[config.mk]
export PLATFORM = sky130hd
export DESIGN_NAME = lsq_multi_cdb_flat
export DESIGN_NICKNAME = d
export VERILOG_FILES = /design/src/rtl/lsq_multi_cdb_pkg.sv /design/src/rtl/lsq_multi_cdb_if.sv /design/src/rtl/lsq_multi_cdb_operand_snoop.sv /design/src/rtl/lsq_multi_cdb.sv /design/src/flat_wrapper.sv
export SDC_FILE = /design/constraint.sdc
export NUM_CORES = 2
export LEC_CHECK = 0
export BUFFER_PORTS_ARGS = -buffer_cell sky130_fd_sc_hd__buf_4
export CELL_PAD_IN_SITES_DETAIL_PLACEMENT = 0
export CELL_PAD_IN_SITES_GLOBAL_PLACEMENT = 2
export CORE_UTILIZATION = 40
export DETAILED_ROUTE_END_ITERATION = 10
export GPL_TIMING_DRIVEN = 0
export PLACE_DENSITY = 0.73
export SKIP_LAST_GASP = 1
export SLEW_MARGIN = 40
export SYNTH_ARGS = -nofsm -noshare
export SYNTH_HDL_FRONTEND = slang
export SYNTH_SLANG_ARGS = --single-unit
[constraint.sdc]
create_clock -name clk -period 16.7 [get_ports clk]
set_input_delay 0 -clock clk [delete_from_list [all_inputs] [get_ports clk]]
set_output_delay 0 -clock clk [all_outputs]
set_load 0.05 [all_outputs]
[src/rtl/lsq_multi_cdb_pkg.sv]
`default_nettype none
// +----------------------------------------------------------------------------+
// | lsq_multi_cdb_pkg : op encodings, IO region and FSM codes for the LSQ      |
// | Rev 1.0                                                                    |
// +----------------------------------------------------------------------------+
package lsq_multi_cdb_pkg;

  typedef struct packed {
    logic       is_store;
    logic       uns;
    logic [1:0] size;
  } mem_op_t;

  localparam logic [1:0] SZ_B  = 2'b00;
  localparam logic [1:0] SZ_H  = 2'b01;
  localparam logic [1:0] SZ_W  = 2'b10;

  localparam logic [1:0] IO_HI = 2'b11;

  localparam logic [1:0] S_IDLE  = 2'd0;
  localparam logic [1:0] S_BUSY  = 2'd1;
  localparam logic [1:0] S_DRAIN = 2'd2;

endpackage
`default_nettype wire

[src/rtl/lsq_multi_cdb_if.sv]
`default_nettype none
// +----------------------------------------------------------------------------+
// | lsq_multi_cdb_if : decoder / CDB / memory / result buses of the LSQ        |
// | Rev 1.0                                                                    |
// +----------------------------------------------------------------------------+
interface lsq_multi_cdb_if #(
  parameter int ROB_W = 4,
  parameter int XLEN  = 32,
  parameter int CDB_N = 2
) ();

  logic                   rdy;
  logic                   flush;
  logic                   alloc_vld;
  logic [3:0]             alloc_op;
  logic                   alloc_rs1_rdy;
  logic                   alloc_rs2_rdy;
  logic [XLEN-1:0]        alloc_rs1;
  logic [XLEN-1:0]        alloc_rs2;
  logic [XLEN-1:0]        alloc_imm;
  logic [ROB_W-1:0]       alloc_rob;
  logic                   full;
  logic                   commit_st;
  logic [ROB_W-1:0]       rob_head;
  logic [CDB_N-1:0]       cdb_vld;
  logic [CDB_N*ROB_W-1:0] cdb_tag;
  logic [CDB_N*XLEN-1:0]  cdb_val;
  logic                   mem_req;
  logic [3:0]             mem_op;
  logic [XLEN-1:0]        mem_addr;
  logic [XLEN-1:0]        mem_wdata;
  logic                   mem_done;
  logic [XLEN-1:0]        mem_rdata;
  logic                   res_vld;
  logic [ROB_W-1:0]       res_tag;
  logic [XLEN-1:0]        res_val;

  modport master (
    output rdy, flush, alloc_vld, alloc_op, alloc_rs1_rdy, alloc_rs2_rdy,
           alloc_rs1, alloc_rs2, alloc_imm, alloc_rob, commit_st, rob_head,
           cdb_vld, cdb_tag, cdb_val, mem_done, mem_rdata,
    input  full, mem_req, mem_op, mem_addr, mem_wdata, res_vld, res_tag, res_val
  );

  modport slave (
    input  rdy, flush, alloc_vld, alloc_op, alloc_rs1_rdy, alloc_rs2_rdy,
           alloc_rs1, alloc_rs2, alloc_imm, alloc_rob, commit_st, rob_head,
           cdb_vld, cdb_tag, cdb_val, mem_done, mem_rdata,
    output full, mem_req, mem_op, mem_addr, mem_wdata, res_vld, res_tag, res_val
  );

endinterface
`default_nettype wire

[src/rtl/lsq_multi_cdb_operand_snoop.sv]
`default_nettype none
// +----------------------------------------------------------------------------+
// | lsq_multi_cdb_operand_snoop : one operand slot, tag match against NB buses |
// | Rev 1.0                                                                    |
// +----------------------------------------------------------------------------+
module lsq_multi_cdb_operand_snoop #(
  parameter int ROB_W = 4,
  parameter int XLEN  = 32,
  parameter int NB    = 3
) (
  input  logic                  i_rdy,
  input  logic [XLEN-1:0]       i_val,
  input  logic [NB-1:0]         i_bus_vld,
  input  logic [NB*ROB_W-1:0]   i_bus_tag,
  input  logic [NB*XLEN-1:0]    i_bus_val,
  output logic                  o_rdy,
  output logic [XLEN-1:0]       o_val
);

  // Scan from the highest bus down so the lowest matching channel wins.
  always_comb begin
    o_rdy = i_rdy;
    o_val = i_val;
    if (!i_rdy) begin
      for (int k = NB - 1; k >= 0; k--) begin
        if (i_bus_vld[k] && (i_bus_tag[k*ROB_W +: ROB_W] == i_val[ROB_W-1:0])) begin
          o_rdy = 1'b1;
          o_val = i_bus_val[k*XLEN +: XLEN];
        end
      end
    end
  end

endmodule
`default_nettype wire

[src/rtl/lsq_multi_cdb.sv]
`default_nettype none
// +----------------------------------------------------------------------------+
// | lsq_multi_cdb : in-order load/store queue with multi-channel CDB snooping  |
// | Rev 1.0                                                                    |
// +----------------------------------------------------------------------------+
module lsq_multi_cdb
  import lsq_multi_cdb_pkg::*;
#(
  parameter int DEPTH = 16,
  parameter int ROB_W = 4,
  parameter int XLEN  = 32,
  parameter int CDB_N = 2
) (
  input  logic           clk,
  input  logic           rst,
  lsq_multi_cdb_if.slave bus
);

  localparam int AW = $clog2(DEPTH);
  localparam int NB = CDB_N + 1;

  logic [1:0]       r_state, w_state_nx;
  logic [AW-1:0]    r_head, r_tail, w_head_nx;
  logic [AW:0]      r_count, r_ccnt, w_ccnt_nx;
  logic [DEPTH-1:0] r_rs1_rdy, r_rs2_rdy;
  logic [XLEN-1:0]  r_rs1 [DEPTH];
  logic [XLEN-1:0]  r_rs2 [DEPTH];
  logic [XLEN-1:0]  r_imm [DEPTH];
  mem_op_t          r_op  [DEPTH];
  logic [ROB_W-1:0] r_rob [DEPTH];

  logic             r_mem_req;
  mem_op_t          r_mem_op;
  logic [XLEN-1:0]  r_mem_addr, r_mem_wdata;
  logic             r_res_vld;
  logic [ROB_W-1:0] r_res_tag;
  logic [XLEN-1:0]  r_res_val;

  logic [NB-1:0]       w_bus_vld;
  logic [NB*ROB_W-1:0] w_bus_tag;
  logic [NB*XLEN-1:0]  w_bus_val;

  logic             w_rs1_rdy_nx [DEPTH];
  logic             w_rs2_rdy_nx [DEPTH];
  logic [XLEN-1:0]  w_rs1_nx     [DEPTH];
  logic [XLEN-1:0]  w_rs2_nx     [DEPTH];
  logic             w_a1_rdy, w_a2_rdy;
  logic [XLEN-1:0]  w_a1_val, w_a2_val;

  mem_op_t          w_head_op;
  logic [XLEN-1:0]  w_head_addr;
  logic             w_head_vld, w_ops_rdy, w_is_io, w_rule, w_can_issue;
  logic             w_issue, w_pop, w_req_clr, w_st_pop, w_ld_done;
  logic             w_full, w_alloc;

  // The LSQ's own load result is the last (lowest-priority) snoop bus.
  assign w_bus_vld = {r_res_vld, bus.cdb_vld};
  assign w_bus_tag = {r_res_tag, bus.cdb_tag};
  assign w_bus_val = {r_res_val, bus.cdb_val};

  for (genvar i = 0; i < DEPTH; i++) begin : g_entry
    lsq_multi_cdb_operand_snoop #(.ROB_W(ROB_W), .XLEN(XLEN), .NB(NB)) u_rs1 (
      .i_rdy(r_rs1_rdy[i]), .i_val(r_rs1[i]),
      .i_bus_vld(w_bus_vld), .i_bus_tag(w_bus_tag), .i_bus_val(w_bus_val),
      .o_rdy(w_rs1_rdy_nx[i]), .o_val(w_rs1_nx[i])
    );
    lsq_multi_cdb_operand_snoop #(.ROB_W(ROB_W), .XLEN(XLEN), .NB(NB)) u_rs2 (
      .i_rdy(r_rs2_rdy[i]), .i_val(r_rs2[i]),
      .i_bus_vld(w_bus_vld), .i_bus_tag(w_bus_tag), .i_bus_val(w_bus_val),
      .o_rdy(w_rs2_rdy_nx[i]), .o_val(w_rs2_nx[i])
    );
  end

  lsq_multi_cdb_operand_snoop #(.ROB_W(ROB_W), .XLEN(XLEN), .NB(NB)) u_alloc_rs1 (
    .i_rdy(bus.alloc_rs1_rdy), .i_val(bus.alloc_rs1),
    .i_bus_vld(w_bus_vld), .i_bus_tag(w_bus_tag), .i_bus_val(w_bus_val),
    .o_rdy(w_a1_rdy), .o_val(w_a1_val)
  );
  lsq_multi_cdb_operand_snoop #(.ROB_W(ROB_W), .XLEN(XLEN), .NB(NB)) u_alloc_rs2 (
    .i_rdy(bus.alloc_rs2_rdy), .i_val(bus.alloc_rs2),
    .i_bus_vld(w_bus_vld), .i_bus_tag(w_bus_tag), .i_bus_val(w_bus_val),
    .o_rdy(w_a2_rdy), .o_val(w_a2_val)
  );

  function automatic logic [XLEN-1:0] f_extend(input mem_op_t op, input logic [XLEN-1:0] d);
    logic [XLEN-1:0] v;
    case (op.size)
      SZ_B:    v = op.uns ? {{(XLEN-8){1'b0}}, d[7:0]}   : {{(XLEN-8){d[7]}}, d[7:0]};
      SZ_H:    v = op.uns ? {{(XLEN-16){1'b0}}, d[15:0]} : {{(XLEN-16){d[15]}}, d[15:0]};
      default: v = d;
    endcase
    return v;
  endfunction

  assign w_head_op   = r_op[r_head];
  assign w_head_addr = r_rs1[r_head] + r_imm[r_head];
  assign w_head_vld  = (r_count != '0);
  assign w_ops_rdy   = r_rs1_rdy[r_head] & r_rs2_rdy[r_head];
  assign w_is_io     = (w_head_addr[17:16] == IO_HI);
  assign w_full      = (r_count == (AW+1)'(DEPTH));

  // Committed stores are contiguous from head, so "head index < ccnt" is ccnt != 0.
  always_comb begin
    if (w_head_op.is_store)
      w_rule = (r_ccnt != '0);
    else if (w_is_io)
      w_rule = (r_rob[r_head] == bus.rob_head) && !bus.flush;
    else
      w_rule = 1'b1;
  end

  assign w_can_issue = w_head_vld && w_ops_rdy && w_rule;

  always_ff @(posedge clk) begin
    if (rst)
      r_state <= S_IDLE;
    else if (bus.rdy)
      r_state <= w_state_nx;
  end

  // A load issued or in flight when flush hits belongs to a dropped entry: drain it.
  always_comb begin
    w_state_nx = r_state;
    case (r_state)
      S_IDLE:  if (w_can_issue)
                 w_state_nx = (!w_head_op.is_store && bus.flush) ? S_DRAIN : S_BUSY;
      S_BUSY:  if (bus.mem_done)
                 w_state_nx = S_IDLE;
               else if (bus.flush && !r_mem_op.is_store)
                 w_state_nx = S_DRAIN;
      S_DRAIN: if (bus.mem_done)
                 w_state_nx = S_IDLE;
      default: w_state_nx = S_IDLE;
    endcase
  end

  always_comb begin
    w_issue   = 1'b0;
    w_pop     = 1'b0;
    w_req_clr = 1'b0;
    case (r_state)
      S_IDLE:  w_issue = w_can_issue;
      S_BUSY:  begin
                 w_pop     = bus.mem_done;
                 w_req_clr = bus.mem_done;
               end
      S_DRAIN: w_req_clr = bus.mem_done;
      default: ;
    endcase
  end

  assign w_st_pop  = w_pop & r_mem_op.is_store;
  assign w_ld_done = w_pop & ~r_mem_op.is_store;

  // A slot freed by this cycle's pop may be refilled in the same cycle even when full.
  assign w_alloc   = bus.alloc_vld && (!w_full || w_pop) && !bus.flush;
  assign w_head_nx = r_head + AW'(w_pop);
  assign w_ccnt_nx = r_ccnt + (AW+1)'(bus.commit_st) - (AW+1)'(w_st_pop);

  always_ff @(posedge clk) begin
    if (rst) begin
      r_head      <= '0;
      r_tail      <= '0;
      r_count     <= '0;
      r_ccnt      <= '0;
      r_mem_req   <= 1'b0;
      r_mem_op    <= '0;
      r_mem_addr  <= '0;
      r_mem_wdata <= '0;
      r_res_vld   <= 1'b0;
      r_res_tag   <= '0;
      r_res_val   <= '0;
    end else if (bus.rdy) begin
      r_head <= w_head_nx;
      r_ccnt <= w_ccnt_nx;
      if (bus.flush) begin
        r_tail  <= w_head_nx + w_ccnt_nx[AW-1:0];
        r_count <= w_ccnt_nx;
      end else begin
        r_tail  <= r_tail + AW'(w_alloc);
        r_count <= r_count + (AW+1)'(w_alloc) - (AW+1)'(w_pop);
      end
      if (w_issue) begin
        r_mem_req   <= 1'b1;
        r_mem_op    <= w_head_op;
        r_mem_addr  <= w_head_addr;
        r_mem_wdata <= r_rs2[r_head];
      end else if (w_req_clr) begin
        r_mem_req   <= 1'b0;
      end
      r_res_vld <= w_ld_done && !bus.flush;
      if (w_ld_done) begin
        r_res_tag <= r_rob[r_head];
        r_res_val <= f_extend(r_mem_op, bus.mem_rdata);
      end
    end
  end

  always_ff @(posedge clk) begin
    if (rst) begin
      r_rs1_rdy <= '0;
      r_rs2_rdy <= '0;
    end else if (bus.rdy) begin
      for (int i = 0; i < DEPTH; i++) begin
        r_rs1_rdy[i] <= w_rs1_rdy_nx[i];
        r_rs2_rdy[i] <= w_rs2_rdy_nx[i];
        r_rs1[i]     <= w_rs1_nx[i];
        r_rs2[i]     <= w_rs2_nx[i];
      end
      if (w_alloc) begin
        r_op[r_tail]      <= mem_op_t'(bus.alloc_op);
        r_rob[r_tail]     <= bus.alloc_rob;
        r_imm[r_tail]     <= bus.alloc_imm;
        r_rs1_rdy[r_tail] <= w_a1_rdy;
        r_rs2_rdy[r_tail] <= w_a2_rdy;
        r_rs1[r_tail]     <= w_a1_val;
        r_rs2[r_tail]     <= w_a2_val;
      end
    end
  end

  assign bus.full      = w_full;
  assign bus.mem_req   = r_mem_req;
  assign bus.mem_op    = r_mem_op;
  assign bus.mem_addr  = r_mem_addr;
  assign bus.mem_wdata = r_mem_wdata;
  assign bus.res_vld   = r_res_vld;
  assign bus.res_tag   = r_res_tag;
  assign bus.res_val   = r_res_val;

endmodule
`default_nettype wire

[src/flat_wrapper.sv]
// flat-port wrapper written by rule: the top's interface ports become plain ports
module lsq_multi_cdb_flat import lsq_multi_cdb_pkg::*;
#(
  parameter int DEPTH = 16,
  parameter int ROB_W = 4,
  parameter int XLEN  = 32,
  parameter int CDB_N = 2
)
  (clk, rst, bus_rdy, bus_flush, bus_alloc_vld, bus_alloc_op, bus_alloc_rs1_rdy, bus_alloc_rs2_rdy, bus_alloc_rs1, bus_alloc_rs2, bus_alloc_imm, bus_alloc_rob, bus_commit_st, bus_rob_head, bus_cdb_vld, bus_cdb_tag, bus_cdb_val, bus_mem_done, bus_mem_rdata, bus_full, bus_mem_req, bus_mem_op, bus_mem_addr, bus_mem_wdata, bus_res_vld, bus_res_tag, bus_res_val);
  lsq_multi_cdb_if #(.ROB_W(ROB_W), .XLEN(XLEN), .CDB_N(CDB_N)) bus_i ();
  input  logic clk;
  input  logic rst;
  input wire logic [$bits(bus_i.rdy)-1:0] bus_rdy;
  input wire logic [$bits(bus_i.flush)-1:0] bus_flush;
  input wire logic [$bits(bus_i.alloc_vld)-1:0] bus_alloc_vld;
  input wire logic [$bits(bus_i.alloc_op)-1:0] bus_alloc_op;
  input wire logic [$bits(bus_i.alloc_rs1_rdy)-1:0] bus_alloc_rs1_rdy;
  input wire logic [$bits(bus_i.alloc_rs2_rdy)-1:0] bus_alloc_rs2_rdy;
  input wire logic [$bits(bus_i.alloc_rs1)-1:0] bus_alloc_rs1;
  input wire logic [$bits(bus_i.alloc_rs2)-1:0] bus_alloc_rs2;
  input wire logic [$bits(bus_i.alloc_imm)-1:0] bus_alloc_imm;
  input wire logic [$bits(bus_i.alloc_rob)-1:0] bus_alloc_rob;
  input wire logic [$bits(bus_i.commit_st)-1:0] bus_commit_st;
  input wire logic [$bits(bus_i.rob_head)-1:0] bus_rob_head;
  input wire logic [$bits(bus_i.cdb_vld)-1:0] bus_cdb_vld;
  input wire logic [$bits(bus_i.cdb_tag)-1:0] bus_cdb_tag;
  input wire logic [$bits(bus_i.cdb_val)-1:0] bus_cdb_val;
  input wire logic [$bits(bus_i.mem_done)-1:0] bus_mem_done;
  input wire logic [$bits(bus_i.mem_rdata)-1:0] bus_mem_rdata;
  output wire logic [$bits(bus_i.full)-1:0] bus_full;
  output wire logic [$bits(bus_i.mem_req)-1:0] bus_mem_req;
  output wire logic [$bits(bus_i.mem_op)-1:0] bus_mem_op;
  output wire logic [$bits(bus_i.mem_addr)-1:0] bus_mem_addr;
  output wire logic [$bits(bus_i.mem_wdata)-1:0] bus_mem_wdata;
  output wire logic [$bits(bus_i.res_vld)-1:0] bus_res_vld;
  output wire logic [$bits(bus_i.res_tag)-1:0] bus_res_tag;
  output wire logic [$bits(bus_i.res_val)-1:0] bus_res_val;
  assign bus_i.rdy = bus_rdy;
  assign bus_i.flush = bus_flush;
  assign bus_i.alloc_vld = bus_alloc_vld;
  assign bus_i.alloc_op = bus_alloc_op;
  assign bus_i.alloc_rs1_rdy = bus_alloc_rs1_rdy;
  assign bus_i.alloc_rs2_rdy = bus_alloc_rs2_rdy;
  assign bus_i.alloc_rs1 = bus_alloc_rs1;
  assign bus_i.alloc_rs2 = bus_alloc_rs2;
  assign bus_i.alloc_imm = bus_alloc_imm;
  assign bus_i.alloc_rob = bus_alloc_rob;
  assign bus_i.commit_st = bus_commit_st;
  assign bus_i.rob_head = bus_rob_head;
  assign bus_i.cdb_vld = bus_cdb_vld;
  assign bus_i.cdb_tag = bus_cdb_tag;
  assign bus_i.cdb_val = bus_cdb_val;
  assign bus_i.mem_done = bus_mem_done;
  assign bus_i.mem_rdata = bus_mem_rdata;
  assign bus_full = bus_i.full;
  assign bus_mem_req = bus_i.mem_req;
  assign bus_mem_op = bus_i.mem_op;
  assign bus_mem_addr = bus_i.mem_addr;
  assign bus_mem_wdata = bus_i.mem_wdata;
  assign bus_res_vld = bus_i.res_vld;
  assign bus_res_tag = bus_i.res_tag;
  assign bus_res_val = bus_i.res_val;
  lsq_multi_cdb #(.DEPTH(DEPTH), .ROB_W(ROB_W), .XLEN(XLEN), .CDB_N(CDB_N)) u_core (.clk(clk), .rst(rst), .bus(bus_i));
endmodule
== Yosys cells after proc, flatten, opt, wreduce, memory -nomap -nowiden ==
Memory sizes are Yosys's and may differ from the RTL's. A register that Yosys moved wholly into a read port is not among the register bits.
Index checks and enable logic that the tools add are counted.
Storage, ports and cells
  flip-flop bits (word level): 126
  latch bits: 0
  bits in writable memories: 1664
  bits in read-only memories: 0
  input port bits: 223
  word-level logic and storage cells: 587
  memories kept: 5
Memory list
  u_core.r_imm: words 16, width 32, rd ports 1, clocked after Yosys merged registers in 1, wr ports 1, RTL line lsq_multi_cdb.sv:28  | logic [XLEN-1:0] r_imm [DEPTH];
  u_core.r_rs1: words 16, width 32, rd ports 17, clocked after Yosys merged registers in 1, wr ports 17, RTL line lsq_multi_cdb.sv:26  | logic [XLEN-1:0] r_rs1 [DEPTH];
  u_core.r_rs2: words 16, width 32, rd ports 17, clocked after Yosys merged registers in 1, wr ports 17, RTL line lsq_multi_cdb.sv:27  | logic [XLEN-1:0] r_rs2 [DEPTH];
  u_core.r_op: words 16, width 4, rd ports 1, clocked after Yosys merged registers in 1, wr ports 1, RTL line lsq_multi_cdb.sv:29  | mem_op_t r_op [DEPTH];
  u_core.r_rob: words 16, width 4, rd ports 1, clocked after Yosys merged registers in 1, wr ports 1, RTL line lsq_multi_cdb.sv:30  | logic [ROB_W-1:0] r_rob [DEPTH];
Cells by class
  add/subtract/negate cells: 8
  multiply operators: 0
  div/mod/pow operators: 0
  magnitude comparators: 3
  eq/ne operators: 111
  shifts and indexed selects: 0
  multiplexer cells: 315
  bitwise gates (word level): 4
  reduce and logical (&&, ||, !) cells: 126
Operator list (count)
  two-way mux 32 bit: 138
  equality test 4 bit: 103
  two-way mux 1 bit: 153
  logical AND 1 bit: 111
  one-hot mux 32 bit (2 select lines): 1
  two-way mux 4 bit: 9
  adder 32 bit: 1
  bitwise mux 16 bit: 2
  two-way mux 16 bit: 2
  adder 5 x 1 -> 5 bit: 2
  less-than comparator 4 x 5 -> 1 bit (second input constant): 2
  two-way mux 2 bit: 5
  nonzero test 5 bit: 2
  subtractor 5 x 1 -> 5 bit: 2
  adder 4 x 1 -> 4 bit: 2
  binary-select mux 1 bit (select 4 bit): 2
  one-hot mux 2 bit (3 select lines): 1
  AND reduction 2 bit: 3
  equality test 5 bit (second input constant): 1
  two-way mux 5 bit: 1
  adder 4 bit: 1
  demux 1 bit (select 4 bit): 1
  equality test 2 x 1 -> 1 bit (second input constant): 2
  equality test 2 bit (second input constant): 2
  other kinds (12): 18

== Longest topological paths before layout ==
  depth in word-level cells: 9
  depth in mapped cells: 23
  mapped depth without buffers: 18

== Cells and area by module ==
From an unflattened synthesis, not the netlist that was laid out.
Unflattened totals
  cells, all modules: 14596
  area, all modules: 140447.2 um2
By module, submodules not included
  lsq_multi_cdb: times used 1, cells each 5960, area an instance 83527.6 um2, sequential area each 53211.0 um2
  lsq_multi_cdb_operand_snoop: times used 34, cells each 254, area an instance 1674.1 um2, sequential area each 0.0 um2

== Least setup slack after synthesis ==
No wires, ideal clock.
  path type: register to register
  start point: reg (tool-made name)
  end point: reg u_core.r_mem_addr[6] (netlist: u_core.bus.mem_addr[6])
  setup time: 0.128 ns
  data arrival time: 5.682 ns
  data required time: 16.572 ns
  slack: 10.891 ns
  cell stages (with the launch flop): 23
  buffers on the path: 8
  period minus slack after synthesis: 5.809 ns
  path through: dfxtp_1 -> buf_2 -> buf_2 -> buf_2 -> clkbuf_1 -> buf_1 -> mux4_2 -> mux4_2 -> ha_1 -> inv_1 -> fa_1 -> nor2b_1 -> o31a_1 -> a2111oi_0 -> nor2_1 -> o311ai_2 -> a31oi_4 -> and3_1 -> buf_4 -> buf_8 -> buf_12 -> mux2i_1 -> nor2_1
RTL lines
  to (signal assigned): RTL line lsq_multi_cdb.sv:186  | r_mem_addr <= w_head_addr;
  to (decl): RTL line lsq_multi_cdb.sv:34  | logic [XLEN-1:0] r_mem_addr, r_mem_wdata;

==> impl_results.md <==
* Status: complete, no violations
* I/O pin count at 330
* Worst-case vdd ir drop at 84.2 µV
* Initial core utilization at 40.2%
* Height of the die at 523 µm
* Commonest non-fill, non-tap cells in the layout: edfxtp_1 (1664), nand2_1 (1204), mux2i_1 (1088)
* Worst-Skew Late Latency at 920 ps
* Hold path depth at 4
* Post-synth top area share at 45.9%
* Area delta synth->final at 18.4%
* Power per cell area at 84.2 nW/µm²
* H-tree Lvls at 4
* CTS clk-pin slew, worst paths at 60 ps
* EDFF count, synth at 1664
* Routed Antenna Nets at 0
* CTS max path bufs at 4
* CP max stage cell: mux4_2
* Die span in x at 523 µm
* Critical path required time at 17490 ps
* Post-layout util at 47.6%
* Worst reg2reg path endpoint: u_core.r_state[1]$_SDFFE_PP0P_
* CP bufs+invs at 9
* Crit Path Max Fanout at 10
* Vias in the first global route at 90500
* Critical path data arrival time at 9840 ps
* # clock sinks at 1826
* Hold Startpoint: bus_mem_rdata[20]
* Layout net count at 10800
* DR WL/cell at 40.2 µm
* Worst Setup End Kind: flip-flop
* Final Max Slew Viols at 0
* Max Cap Viol at 0
* CP cell instances: buf_2, buf_2, buf_2, buf_2, clkbuf_2, buf_2, mux4_2, mux4_2, ha_1, clkbuf_1, a211oi_1, o21ai_0, a211oi_1, nand2_1, xor2_2, a31oi_4, o21bai_1, dlygate4sd3_1, mux2i_1, dlygate4sd3_1, nor2_1
* CTS root buf: clkbuf_16
* Fin cells at 14300
* WL final at 575000 µm
* First drt pass iteration count at 8
* Minimum clock period at 9060 ps
* Ys Warns at 0
* Number of distinct library cells after synthesis at 65
* Pre-CTS WS at 7830 ps
* CP Class: flip-flop to flip-flop
* Hold Path End: u_core.bus.res_val[20]$_SDFFE_PP0P_
* Hold WC Path Type: input port to flip-flop
* Asr flop ratio synth at 0%
* 1st-iter DRT viols at 12700
* Synth area leader: edfxtp_1
* Gr usage total at 41.1%
* Die ar. at 274000 µm²
* CP max stage delay at 710 ps
* Worst reg-to-reg path cell count at 21
* Num CTS Buffers at 209
* Tot Pwr at 10.8 mW
* Placed Cells at 13600
* Clock Skew at 69.5 ps
* DR vias/cell at 6.49
* Global-route wire length before repair at 767000 µm
* Core area at 271000 µm²
* Total congestion overflow at 0
* Syn avg cell area at 11.3 µm²
* Crit path top cell by count: buf_2
* Final HPWL DP at 454000 µm
* Cell Area, Synth at 109000 µm²
* Residual DRC at 0
* Static Leak at 45.3 nW
* Relative slew slack at 29.9%
* Synth top area cells: edfxtp_1 (46%), mux4_2 (11%), mux2i_1 (10%)
* R2r setup slk at 7640 ps
* Commonest non-fill, non-tap cell in the layout: edfxtp_1
* Finish-stage setup viols at 0
* Final Hold Fails at 0
* RSZ-0062 raised after global routing: false
* Largest net degree at the start of global routing at 33
* Total negative slack at 0 ps
* Number of port buffers at 251
* Initial antenna violation count at 59
* Tcrit/Tclk final at 54.2%
* Net count after synthesis at 9887
* Dpl cell area at 119000 µm²
* Worst setup SP type: flip-flop
* Routed vias at 92800
* Final setup margin at 7640 ps
* Worst Max-Slew Pin Slew at 1050 ps
* Sequential-to-total area share from yosys stat at 48.9%
* Worst path top cell family by delay: buffers and inverters
* TritonCTS clock tree: built
* Final instance area at 129000 µm²
* Yosys reg bits at 1826
* Routability cong. at 1.02
* Top FF cell, synth: edfxtp_1
* Num rows at 191
* Worst hold slack at 63.8 ps
* Max Clk Rate at 0.110 GHz
* Cells after Synth at 9607
* Layout cells sized above 1 at 17.1%
==> where the power goes <==
| group | leakage (nW) | total [mW] | internal (mW) | switching (mW) |
|---|---|---|---|---|
| combinational | 25.4 | 0.954 | 0.283 | 0.671 |
| clock | 3.43 | 4.87 | 2.82 | 2.05 |
| sequential | 16.5 | 5.03 | 5.01 | 0.0201 |
==> flip-flops by register name, indices dropped and copies added (netlist names), named ones only <==
signal                flops
u_core.r_rs1_rdy         16
u_core.r_op              64
u_core.r_rs1            512
u_core.r_rob             64
u_core.bus.res_val       32
u_core.bus.res_vld        1
u_core.bus.mem_addr      32
u_core.bus.res_tag        4
u_core.r_ccnt             5
u_core.r_rs2_rdy         16
u_core.r_state            2
u_core.bus.mem_req        1
u_core.r_imm            512
u_core.r_tail             4
u_core.bus.mem_wdata     32
u_core.r_head             4
u_core.r_rs2            512
u_core.bus.mem_op         4
u_core.r_count            5
==> worst max path at each step <==
stage | end | slack (ps) | cells past startpoint
final | u_core.r_state[1]$_SDFFE_PP0P_ | 7640 | 21
after global routing | u_core.r_state[1]$_SDFFE_PP0P_ | 7380 | 21
after CTS | u_core.r_state[1]$_SDFFE_PP0P_ | 7510 | 21
after detailed placement | u_core.bus.mem_op[1]$_SDFFE_PP0P_ | 7830 | 21
after global placement | u_core.bus.mem_addr[29]$_SDFFE_PP0P_ | 6490 | 20
after floorplan | u_core.bus.mem_addr[6]$_SDFFE_PP0P_ | 10890 | 22
==> logic make-up (layout without fill, tap and decap cells) <==
| kind of cell | Yosys count | after routing | share of synthesized area (%) |
|---|---|---|---|
| AOI/OAI and AO/OA | 2480 | 2480 | 14.4 |
| xor gates and xnor gates | 448 | 448 | 3.61 |
| adders and majority gates | 57 | 57 | 0.683 |
| buffers and inverters | 1337 | 2438 | 4.77 |
| DFF | 1826 | 1826 | 48.9 |
| muxes | 1608 | 1608 | 20.8 |
| other | 0 | 21 | 0 |
| and+or+nand+nor | 1851 | 1851 | 6.86 |
==> cells in the mapped netlist, types with 4 or more instances <==
library cell	number
o21ai_0	1061
or3_1	6
dfxtp_1	162
nand2_1	1204
a211oi_1	55
o211ai_1	1027
nor4_1	35
or2_2	5
a21o_1	12
o41ai_1	31
inv_1	64
mux4_2	519
nand4_1	5
ha_1	53
clkbuf_1	976
nor3_1	133
a31oi_1	5
a2111oi_0	4
o22ai_1	10
nand3_1	62
buf_6	4
xnor2_1	127
edfxtp_1	1664
buf_2	79
buf_4	5
and3_1	10
fa_1	4
buf_1	205
a21oi_1	185
nand2b_1	10
xor2_1	321
a221oi_1	61
mux2i_1	1089
nor2_1	358
nor2b_1	8
o21a_1	6
==> timing repair <==
action,CTS,global route
buffers inserted,0,0
hold buffers,272,1
hold endpoints to repair,1191,2
resized for setup,0,0
==> worst reg2reg max path: stages, from the launching register on <==
cell and delay [ps]:
dfxtp_1 300, buf_2 190, buf_2 330, buf_2 570, buf_2 540, clkbuf_2 590, buf_2 660, mux4_2 740
mux4_2 580, ha_1 420, clkbuf_1 240, a211oi_1 230, o21ai_0 150, a211oi_1 670, nand2_1 230, xor2_2 660
a31oi_4 240, o21bai_1 190, dlygate4sd3_1 610, mux2i_1 190, dlygate4sd3_1 580, nor2_1 40
==> area by class of cell <==
cell class | count | area, µm²
fill | 24800 | 142000
sequential | 1826 | 53200
multi-input combinational | 6444 | 50900
timing repair buffer | 716 | 7380
clock buffer | 242 | 5440
buffer | 1271 | 5390
tap | 3570 | 4470
clock inverter | 143 | 1650
inverter | 66 | 290
antenna | 21 | 52.6
==> metal layers <==
| metal | vias to the layer above | routed length, µm | GRT usage (%) |
|---|---|---|---|
| met5 | - | 139 | 0 |
| met4 | 22 | 42700 | 26.3 |
| met3 | 1375 | 53400 | 8.41 |
| met2 | 5967 | 258000 | 64.1 |
| met1 | 47100 | 221000 | 52.2 |
| li1 | 38300 | - | - |
No activity file was read; power rests on OpenSTA's default activity.
